File: src/rtl/ahb_arb_pkg.sv
// Shared constants and types for the AHB master arbiter: HTRANS codes,
// arbiter state encoding and the per-cycle grant decision.
package ahb_arb_pkg;

    localparam logic [1:0] HTRANS_IDLE   = 2'b00;
    localparam logic [1:0] HTRANS_BUSY   = 2'b01;
    localparam logic [1:0] HTRANS_NONSEQ = 2'b10;
    localparam logic [1:0] HTRANS_SEQ    = 2'b11;

    typedef enum logic [1:0] {
        ST_PARK = 2'd0,
        ST_OWN  = 2'd1,
        ST_LOCK = 2'd2
    } arb_state_e;

    // What the grant register does on the next accepted edge.
    typedef enum logic [1:0] {
        ACT_KEEP = 2'd0,
        ACT_WIN  = 2'd1,
        ACT_PARK = 2'd2
    } arb_act_e;

endpackage

File: src/rtl/ahb_master_arbiter_if.sv
// Arbitration bus between the AHB masters / bridge ready and the arbiter.
// The master modport is the requester side, the slave modport is the arbiter.
interface ahb_master_arbiter_if #(
    parameter int unsigned NUM_MASTERS = 4
);
    logic [NUM_MASTERS-1:0]         hbusreq;
    logic [NUM_MASTERS-1:0]         hlock;
    logic [1:0]                     htrans;
    logic                           hready;
    logic [NUM_MASTERS-1:0]         hgrant;
    logic [$clog2(NUM_MASTERS)-1:0] hmaster;
    logic                           hmastlock;

    modport master (
        output hbusreq, hlock, htrans, hready,
        input  hgrant, hmaster, hmastlock
    );

    modport slave (
        input  hbusreq, hlock, htrans, hready,
        output hgrant, hmaster, hmastlock
    );
endinterface

File: src/rtl/ahb_master_arbiter_rr_pick.sv
// Combinational round-robin picker: first set request after ptr, wrapping
// modulo NUM_MASTERS; returns the winner one-hot and as an index.
module ahb_master_arbiter_rr_pick #(
    parameter int unsigned NUM_MASTERS = 4
) (
    input  logic [NUM_MASTERS-1:0]         req,
    input  logic [$clog2(NUM_MASTERS)-1:0] ptr,
    output logic [NUM_MASTERS-1:0]         gnt,
    output logic [$clog2(NUM_MASTERS)-1:0] idx,
    output logic                           valid
);
    localparam int unsigned IW = $clog2(NUM_MASTERS);

    always_comb begin
        gnt   = '0;
        idx   = '0;
        valid = 1'b0;
        for (int unsigned k = 1; k <= NUM_MASTERS; k++) begin
            if (!valid && req[IW'((32'(ptr) + k) % NUM_MASTERS)]) begin
                valid = 1'b1;
                idx   = IW'((32'(ptr) + k) % NUM_MASTERS);
            end
        end
        if (valid) begin
            gnt[idx] = 1'b1;
        end
    end

endmodule

File: src/rtl/ahb_master_arbiter.sv
// Round-robin AHB bus arbiter with locked sequences, a max-hold limit and
// parking on DEFAULT_MASTER. Every register advances only when hready=1.
module ahb_master_arbiter
    import ahb_arb_pkg::*;
#(
    parameter int unsigned NUM_MASTERS    = 4,
    parameter int unsigned DEFAULT_MASTER = 0,
    parameter int unsigned MAX_HOLD       = 16
) (
    input  logic                hclk,
    input  logic                hreset,
    ahb_master_arbiter_if.slave bus
);
    localparam int unsigned IW = $clog2(NUM_MASTERS);
    localparam int unsigned CW = $clog2(MAX_HOLD + 1);
    localparam logic [IW-1:0]          DEF_IDX  = IW'(DEFAULT_MASTER);
    localparam logic [NUM_MASTERS-1:0] DEF_OH   = NUM_MASTERS'(1) << DEFAULT_MASTER;
    localparam logic [CW-1:0]          HOLD_MAX = CW'(MAX_HOLD);

    arb_state_e             state_q, state_d;
    arb_act_e               act;
    logic [NUM_MASTERS-1:0] gnt_q, gnt_d;
    logic [IW-1:0]          gnt_idx_q, gnt_idx_d;
    logic [IW-1:0]          ptr_q, ptr_d;
    logic [CW-1:0]          hold_q, hold_d;
    logic [IW-1:0]          hmaster_q, hmaster_d;
    logic                   hmastlock_q, hmastlock_d;

    logic                   own_req, own_lock, beat;
    logic [NUM_MASTERS-1:0] oth_gnt, win_gnt;
    logic [IW-1:0]          oth_idx, win_idx;
    logic                   oth_valid, win_valid;

    assign own_req  = bus.hbusreq[gnt_idx_q];
    assign own_lock = bus.hlock[gnt_idx_q];
    assign beat     = (bus.htrans != HTRANS_IDLE) && (bus.htrans != HTRANS_BUSY);

    // Other masters are searched first; the current owner only wins when alone.
    ahb_master_arbiter_rr_pick #(
        .NUM_MASTERS(NUM_MASTERS)
    ) u_rr_pick (
        .req  (bus.hbusreq & ~gnt_q),
        .ptr  (ptr_q),
        .gnt  (oth_gnt),
        .idx  (oth_idx),
        .valid(oth_valid)
    );

    assign win_valid = oth_valid || own_req;
    assign win_gnt   = oth_valid ? oth_gnt : gnt_q;
    assign win_idx   = oth_valid ? oth_idx : gnt_idx_q;

    // State and registered outputs
    always_ff @(posedge hclk) begin
        if (hreset) begin
            state_q     <= ST_PARK;
            gnt_q       <= DEF_OH;
            gnt_idx_q   <= DEF_IDX;
            ptr_q       <= DEF_IDX;
            hold_q      <= '0;
            hmaster_q   <= DEF_IDX;
            hmastlock_q <= 1'b0;
        end else begin
            state_q     <= state_d;
            gnt_q       <= gnt_d;
            gnt_idx_q   <= gnt_idx_d;
            ptr_q       <= ptr_d;
            hold_q      <= hold_d;
            hmaster_q   <= hmaster_d;
            hmastlock_q <= hmastlock_d;
        end
    end

    // Next state and grant decision; lock hold beats owner drop beats hold limit
    always_comb begin
        state_d = state_q;
        act     = ACT_KEEP;
        if (bus.hready) begin
            unique case (state_q)
                ST_PARK: begin
                    if (win_valid) begin
                        state_d = ST_OWN;
                        act     = ACT_WIN;
                    end
                end
                ST_OWN: begin
                    if (own_lock && (bus.htrans == HTRANS_NONSEQ)) begin
                        state_d = ST_LOCK;
                    end else if (!own_req) begin
                        if (win_valid) begin
                            act = ACT_WIN;
                        end else begin
                            state_d = ST_PARK;
                            act     = ACT_PARK;
                        end
                    end else if ((hold_q == HOLD_MAX) && oth_valid) begin
                        act = ACT_WIN;
                    end
                end
                ST_LOCK: begin
                    if (!own_lock && ((bus.htrans == HTRANS_IDLE) ||
                                      (bus.htrans == HTRANS_NONSEQ))) begin
                        if (win_valid) begin
                            state_d = ST_OWN;
                            act     = ACT_WIN;
                        end else begin
                            state_d = ST_PARK;
                            act     = ACT_PARK;
                        end
                    end
                end
                default: begin
                    state_d = ST_PARK;
                    act     = ACT_PARK;
                end
            endcase
        end
    end

    // Next values of grant, pointer, hold counter and address-phase owner
    always_comb begin
        gnt_d       = gnt_q;
        gnt_idx_d   = gnt_idx_q;
        ptr_d       = ptr_q;
        hold_d      = hold_q;
        hmaster_d   = hmaster_q;
        hmastlock_d = hmastlock_q;
        if (bus.hready) begin
            hmaster_d   = gnt_idx_q;
            hmastlock_d = (state_q == ST_LOCK);
            unique case (act)
                ACT_WIN: begin
                    gnt_d     = win_gnt;
                    gnt_idx_d = win_idx;
                    ptr_d     = win_idx;
                end
                ACT_PARK: begin
                    gnt_d     = DEF_OH;
                    gnt_idx_d = DEF_IDX;
                end
                default: ;
            endcase
            if (gnt_d != gnt_q) begin
                hold_d = '0;
            end else if (beat && (hold_q != HOLD_MAX)) begin
                hold_d = hold_q + CW'(1);
            end
        end
    end

    assign bus.hgrant    = gnt_q;
    assign bus.hmaster   = hmaster_q;
    assign bus.hmastlock = hmastlock_q;

endmodule

File: src/flat_wrapper.sv
// flat-port wrapper written by rule: the top's interface ports become plain ports
module ahb_master_arbiter_flat import ahb_arb_pkg::*;
#(
    parameter int unsigned NUM_MASTERS    = 4,
    parameter int unsigned DEFAULT_MASTER = 0,
    parameter int unsigned MAX_HOLD       = 16
)
  (hclk, hreset, bus_hbusreq, bus_hlock, bus_htrans, bus_hready, bus_hgrant, bus_hmaster, bus_hmastlock);
  ahb_master_arbiter_if #(.NUM_MASTERS(NUM_MASTERS)) bus_i ();
  input  logic hclk;
  input  logic hreset;
  input wire logic [$bits(bus_i.hbusreq)-1:0] bus_hbusreq;
  input wire logic [$bits(bus_i.hlock)-1:0] bus_hlock;
  input wire logic [$bits(bus_i.htrans)-1:0] bus_htrans;
  input wire logic [$bits(bus_i.hready)-1:0] bus_hready;
  output wire logic [$bits(bus_i.hgrant)-1:0] bus_hgrant;
  output wire logic [$bits(bus_i.hmaster)-1:0] bus_hmaster;
  output wire logic [$bits(bus_i.hmastlock)-1:0] bus_hmastlock;
  assign bus_i.hbusreq = bus_hbusreq;
  assign bus_i.hlock = bus_hlock;
  assign bus_i.htrans = bus_htrans;
  assign bus_i.hready = bus_hready;
  assign bus_hgrant = bus_i.hgrant;
  assign bus_hmaster = bus_i.hmaster;
  assign bus_hmastlock = bus_i.hmastlock;
  ahb_master_arbiter #(.NUM_MASTERS(NUM_MASTERS), .DEFAULT_MASTER(DEFAULT_MASTER), .MAX_HOLD(MAX_HOLD)) u_core (.hclk(hclk), .hreset(hreset), .bus(bus_i));
endmodule
File: config.mk
export PLATFORM = sky130hd
export DESIGN_NAME = ahb_master_arbiter_flat
export DESIGN_NICKNAME = d
export VERILOG_FILES = /design/src/rtl/ahb_arb_pkg.sv /design/src/rtl/ahb_master_arbiter_if.sv /design/src/rtl/ahb_master_arbiter_rr_pick.sv /design/src/rtl/ahb_master_arbiter.sv /design/src/flat_wrapper.sv
export SDC_FILE = /design/constraint.sdc
export NUM_CORES = 1
export LEC_CHECK = 0
export BUFFER_PORTS_ARGS = -buffer_cell sky130_fd_sc_hd__buf_4
export CAP_MARGIN = 0
export CELL_PAD_IN_SITES_DETAIL_PLACEMENT = 2
export CELL_PAD_IN_SITES_GLOBAL_PLACEMENT = 2
export CORE_MARGIN = 2
export CORE_UTILIZATION = 29
export CTS_BUF_LIST = sky130_fd_sc_hd__clkbuf_4 sky130_fd_sc_hd__clkbuf_8
export CTS_CLUSTER_DIAMETER = 30
export DETAILED_ROUTE_END_ITERATION = 10
export PLACE_DENSITY_LB_ADDON = 0.1
export SYNTH_ARGS = -nofsm -noshare
export SYNTH_HDL_FRONTEND = slang
export SYNTH_SLANG_ARGS = --single-unit
File: constraint.sdc
create_clock -name hclk -period 9.5 [get_ports hclk]
set_clock_uncertainty 0.2 [all_clocks]
set_input_delay 0.475 -clock hclk [delete_from_list [all_inputs] [get_ports hclk]]
set_output_delay 0.475 -clock hclk [all_outputs]
set_load 0.1 [all_outputs]
==> impl_summary.log <==
INFO  metric run_status = finished, final reports clean
INFO  metric maxSlewHeadroom = 0.556
INFO  metric clock_latency = between 200 and 300 ps
INFO  metric worst_setup_path_end_kind = flip-flop
INFO  metric synth_cell_type_count = 54
INFO  metric post_cts_resize_count = 0
INFO  metric cp_max_fo = 8
INFO  metric synth_sequential_area_ratio = 0.251
INFO  metric detailed_route_iter0_violations = 84
INFO  metric die_y = approximately 74 um
INFO  metric port-buffer-count = 19
INFO  metric post-cts-setup-buffer-count = 0
INFO  metric ios = 20
INFO  metric drive_gt1_frac = 0.208
INFO  metric netlist_area = about 0.0014 mm^2
INFO  metric pin_count_of_the_biggest_net_entering_global_routing = 20
INFO  metric std_cell_rows = 25
INFO  metric critical_path_class = flip-flop to flip-flop
INFO  metric dieArea = approximately 0.0055 mm^2
INFO  metric final_net_count = roughly 210
INFO  metric class_of_the_worst_hold_path = flip-flop to flip-flop
INFO  metric clk_root_buffer_cell = clkbuf_8
INFO  metric cts_tree = yes
INFO  metric place_hpwl = 3990 um
INFO  metric critical_path_buf_inv_count = 2
INFO  metric worstPathArrival = 4040 ps
INFO  metric grt_remaining_overflow = 0
INFO  metric number_of_sinks_driven_by_the_clock_tree = 18
INFO  metric crit_required = between 9000 and 10000 ps
INFO  metric synthCells = 175
INFO  metric cpPeakStageDelay = 570 ps
INFO  metric first_global_vias = approximately 1600
INFO  metric worst_path_max_delay_cell = mux4_2
INFO  metric fillCellCount = roughly 590
INFO  metric intPower = 0.145 mW
INFO  metric ant_nets = 0
INFO  metric post_synth_most_frequent_cells = 18 x dfxtp_1, 18 x nor2_1, 15 x a21oi_1
INFO  metric synthFlopType = dfxtp_1
INFO  metric final_period_minus_worst_setup_slack = between 4000 and 5000 ps
INFO  metric htreeDepth = 1
INFO  metric avgSynthCellArea = between 8 and 9 um^2
INFO  metric tns = 0 ps
INFO  metric switching_share = 0.364
INFO  metric n_antenna_cell = 0
INFO  metric dieWidth = around 74 um
INFO  metric finalCritPeriodShare = 0.427
INFO  metric comb_power_share = 0.325
INFO  metric synth_top_area_cell = dfxtp_1
INFO  metric post_drt_wl_per_cell = around 19 um
INFO  metric synthArstFlopShare = 0
INFO  metric timing.max_cap.violations = 0
INFO  metric synth.net_count = 193
INFO  metric cts_hold_repair.buffers = 0
INFO  metric achievable-frequency = approximately 250 MHz
INFO  metric initial_core_utilization = 0.302
INFO  metric clkSlewWorstSetupHoldPaths = around 80 ps
INFO  metric clockPowerShare = 0.280
INFO  metric pwr_density_cell = about 140 mW/mm^2
INFO  metric finalWirelength = ~4900 um
INFO  metric syn2layout_area_growth = 17.0%
INFO  metric worst_setup_path_start_kind = flip-flop
INFO  metric irDropWorstVdd = 65.6 uV
INFO  metric worst_slew_pin_slew = 664 ps
INFO  metric netSwitchingPower = between 0.08 and 0.09 mW
INFO  metric sequentialPowerShare = 0.396
INFO  metric multiInputGateArea = roughly 1000 um^2
INFO  metric seqCellArea = 360 um^2
INFO  metric finalNonFillerCells = between 200 and 300
INFO  metric first_pass_iters = 4
INFO  metric report.final.slew_viol_count = 0
INFO  metric cell_count_after_placement = about 260
INFO  metric core_region_area = about 0.0048 mm^2
INFO  metric vias = 1453
INFO  metric synth_enable_flop_cells = 0
INFO  metric grt_use_total = 0.194
INFO  metric ys_seq_elements = 18
INFO  metric post_synth_main_area_contributors = dfxtp_1 25%, a21oi_1 5.2%, nor2_1 4.7%, ha_1 4.4%, nand2b_1 3.5%
INFO  metric synthesis.yosys.warnings = 0
INFO  metric yosysTopAreaCellShare = 0.251
INFO  metric grt_antenna_before_repair = 0
INFO  metric timing.hold.ws = approximately 270 ps
INFO  metric cts-buffers-inserted = 3
INFO  metric cts.path.max_buffers = 2
INFO  metric ordered_list_of_cells_on_the_worst_path = mux4_2 > nor2_1 > inv_1 > a21oi_1 > nand2_1 > nand2_1 > o211a_1 > ha_1 > inv_1 > o41ai_1 > a31o_2 > o2111ai_1 > o31ai_4 > a21oi_1 > o21ai_1
INFO  metric design_power_total = between 0.2 and 0.25 mW
INFO  metric vias_per_cell = roughly 5.6
INFO  metric post-route-drc-count = 0
INFO  metric rsz_0062_raised_after_global_routing = false
INFO  metric finalHoldViolations = 0
INFO  metric static-leakage-power = between 0.6 and 0.7 nW
INFO  metric final_weighted_congestion_in_routability_driven_placement = around 0.79
INFO  metric wire_length_of_the_first_global_routing_pass = 8160 um
INFO  metric setup_viol = 0
INFO  metric family_with_the_most_delay_on_the_worst_path = compound AO/OA/AOI/OAI gates
layer usage:
| metal | vias up | global-route usage | part of all wire |
|---|---|---|---|
| met2 | 23 | 0.332 | 0.50 |
| met5 | - | 0 | 0 |
| met4 | 0 | 0.0278 | 0.0089 |
| li1 | 694 | - | - |
| met3 | 4 | 0.0379 | 0.033 |
| met1 | 732 | 0.259 | 0.46 |
final cells by class:
class / instances / area share
inverter: 11 / 0.0246
sequential: 18 / 0.214
multi-input combinational: 140 / 0.593
timing repair buffer: 19 / 0.0849
tap: 67 / 0.0499
clock buffer: 4 / 0.0328
state kept, by name (all words and copies together) (netlist names):
| signal | count |
|---|---|
| u_core.state_q | 2 |
| u_core.ptr_q | 2 |
| u_core.bus.hgrant | 4 |
| u_core.gnt_idx_q | 2 |
| u_core.hold_q | 5 |
| u_core.bus.hmastlock | 1 |
| u_core.bus.hmaster | 2 |
through the flow:
stage | instance area (um^2) | setup WS (ps) | util
final | 1680 | 5450 | 0.353
after global routing | 1680 | 5110 | 0.353
after CTS | 1680 | 5350 | 0.353
after detailed placement | 1630 | 5410 | 0.342
after global placement | 1630 | 5600 | 0.342
after floorplan | 1440 | 5780 | -
power by group through the flow:
stage                     clock, mW  combinational, mW  sequential [mW]
after CTS                    0.0671             0.0741           0.0903
after global routing         0.0715             0.0818           0.0914
final                        0.0638             0.0740           0.0902
after floorplan                   0             0.0464           0.0958
after global placement            0             0.0703           0.0919
after detailed placement          0             0.0737           0.0919
placed cells by master (no fill, tap or decap), types with 4 or more instances in the layout:
cell,Yosys,routed
dfxtp_1,18,18
nand2b_1,8,8
a22oi_1,6,6
nand2_1,13,13
nor2_1,18,18
inv_1,11,11
clkbuf_8,0,4
a211oi_1,5,5
buf_4,2,19
o221ai_1,4,4
a21oi_1,15,15
ha_1,5,5
o21ai_0,7,7
worst min-delay path, stage by stage (launching register included):
cell	delay (ps)
dfxtp_1	310
nand2b_1	60
a21oi_1	50
worst paths after layout:
path / from / to / slack (ps) / cells after the start
max: u_core.gnt_idx_q[0] / u_core.hold_q[3] / 5450 / 15
min: u_core.bus.hmastlock / u_core.bus.hmastlock / 270 / 2
max reg2reg: u_core.gnt_idx_q[0] / u_core.hold_q[3] / 5450 / 15
min reg2reg: u_core.bus.hmastlock / u_core.bus.hmastlock / 270 / 2
logic make-up (layout without fill, tap and decap cells):
| logic type | count (synthesis) | count (layout) | synth area share |
|---|---|---|---|
| buf+inv | 17 | 34 | 0.0549 |
| mux | 4 | 4 | 0.0453 |
| flops | 18 | 18 | 0.251 |
| fa+ha+maj | 5 | 5 | 0.0436 |
| compound gates | 61 | 61 | 0.328 |
| simple gates | 70 | 70 | 0.278 |
Note: power is estimated with default switching activity, not from simulation.
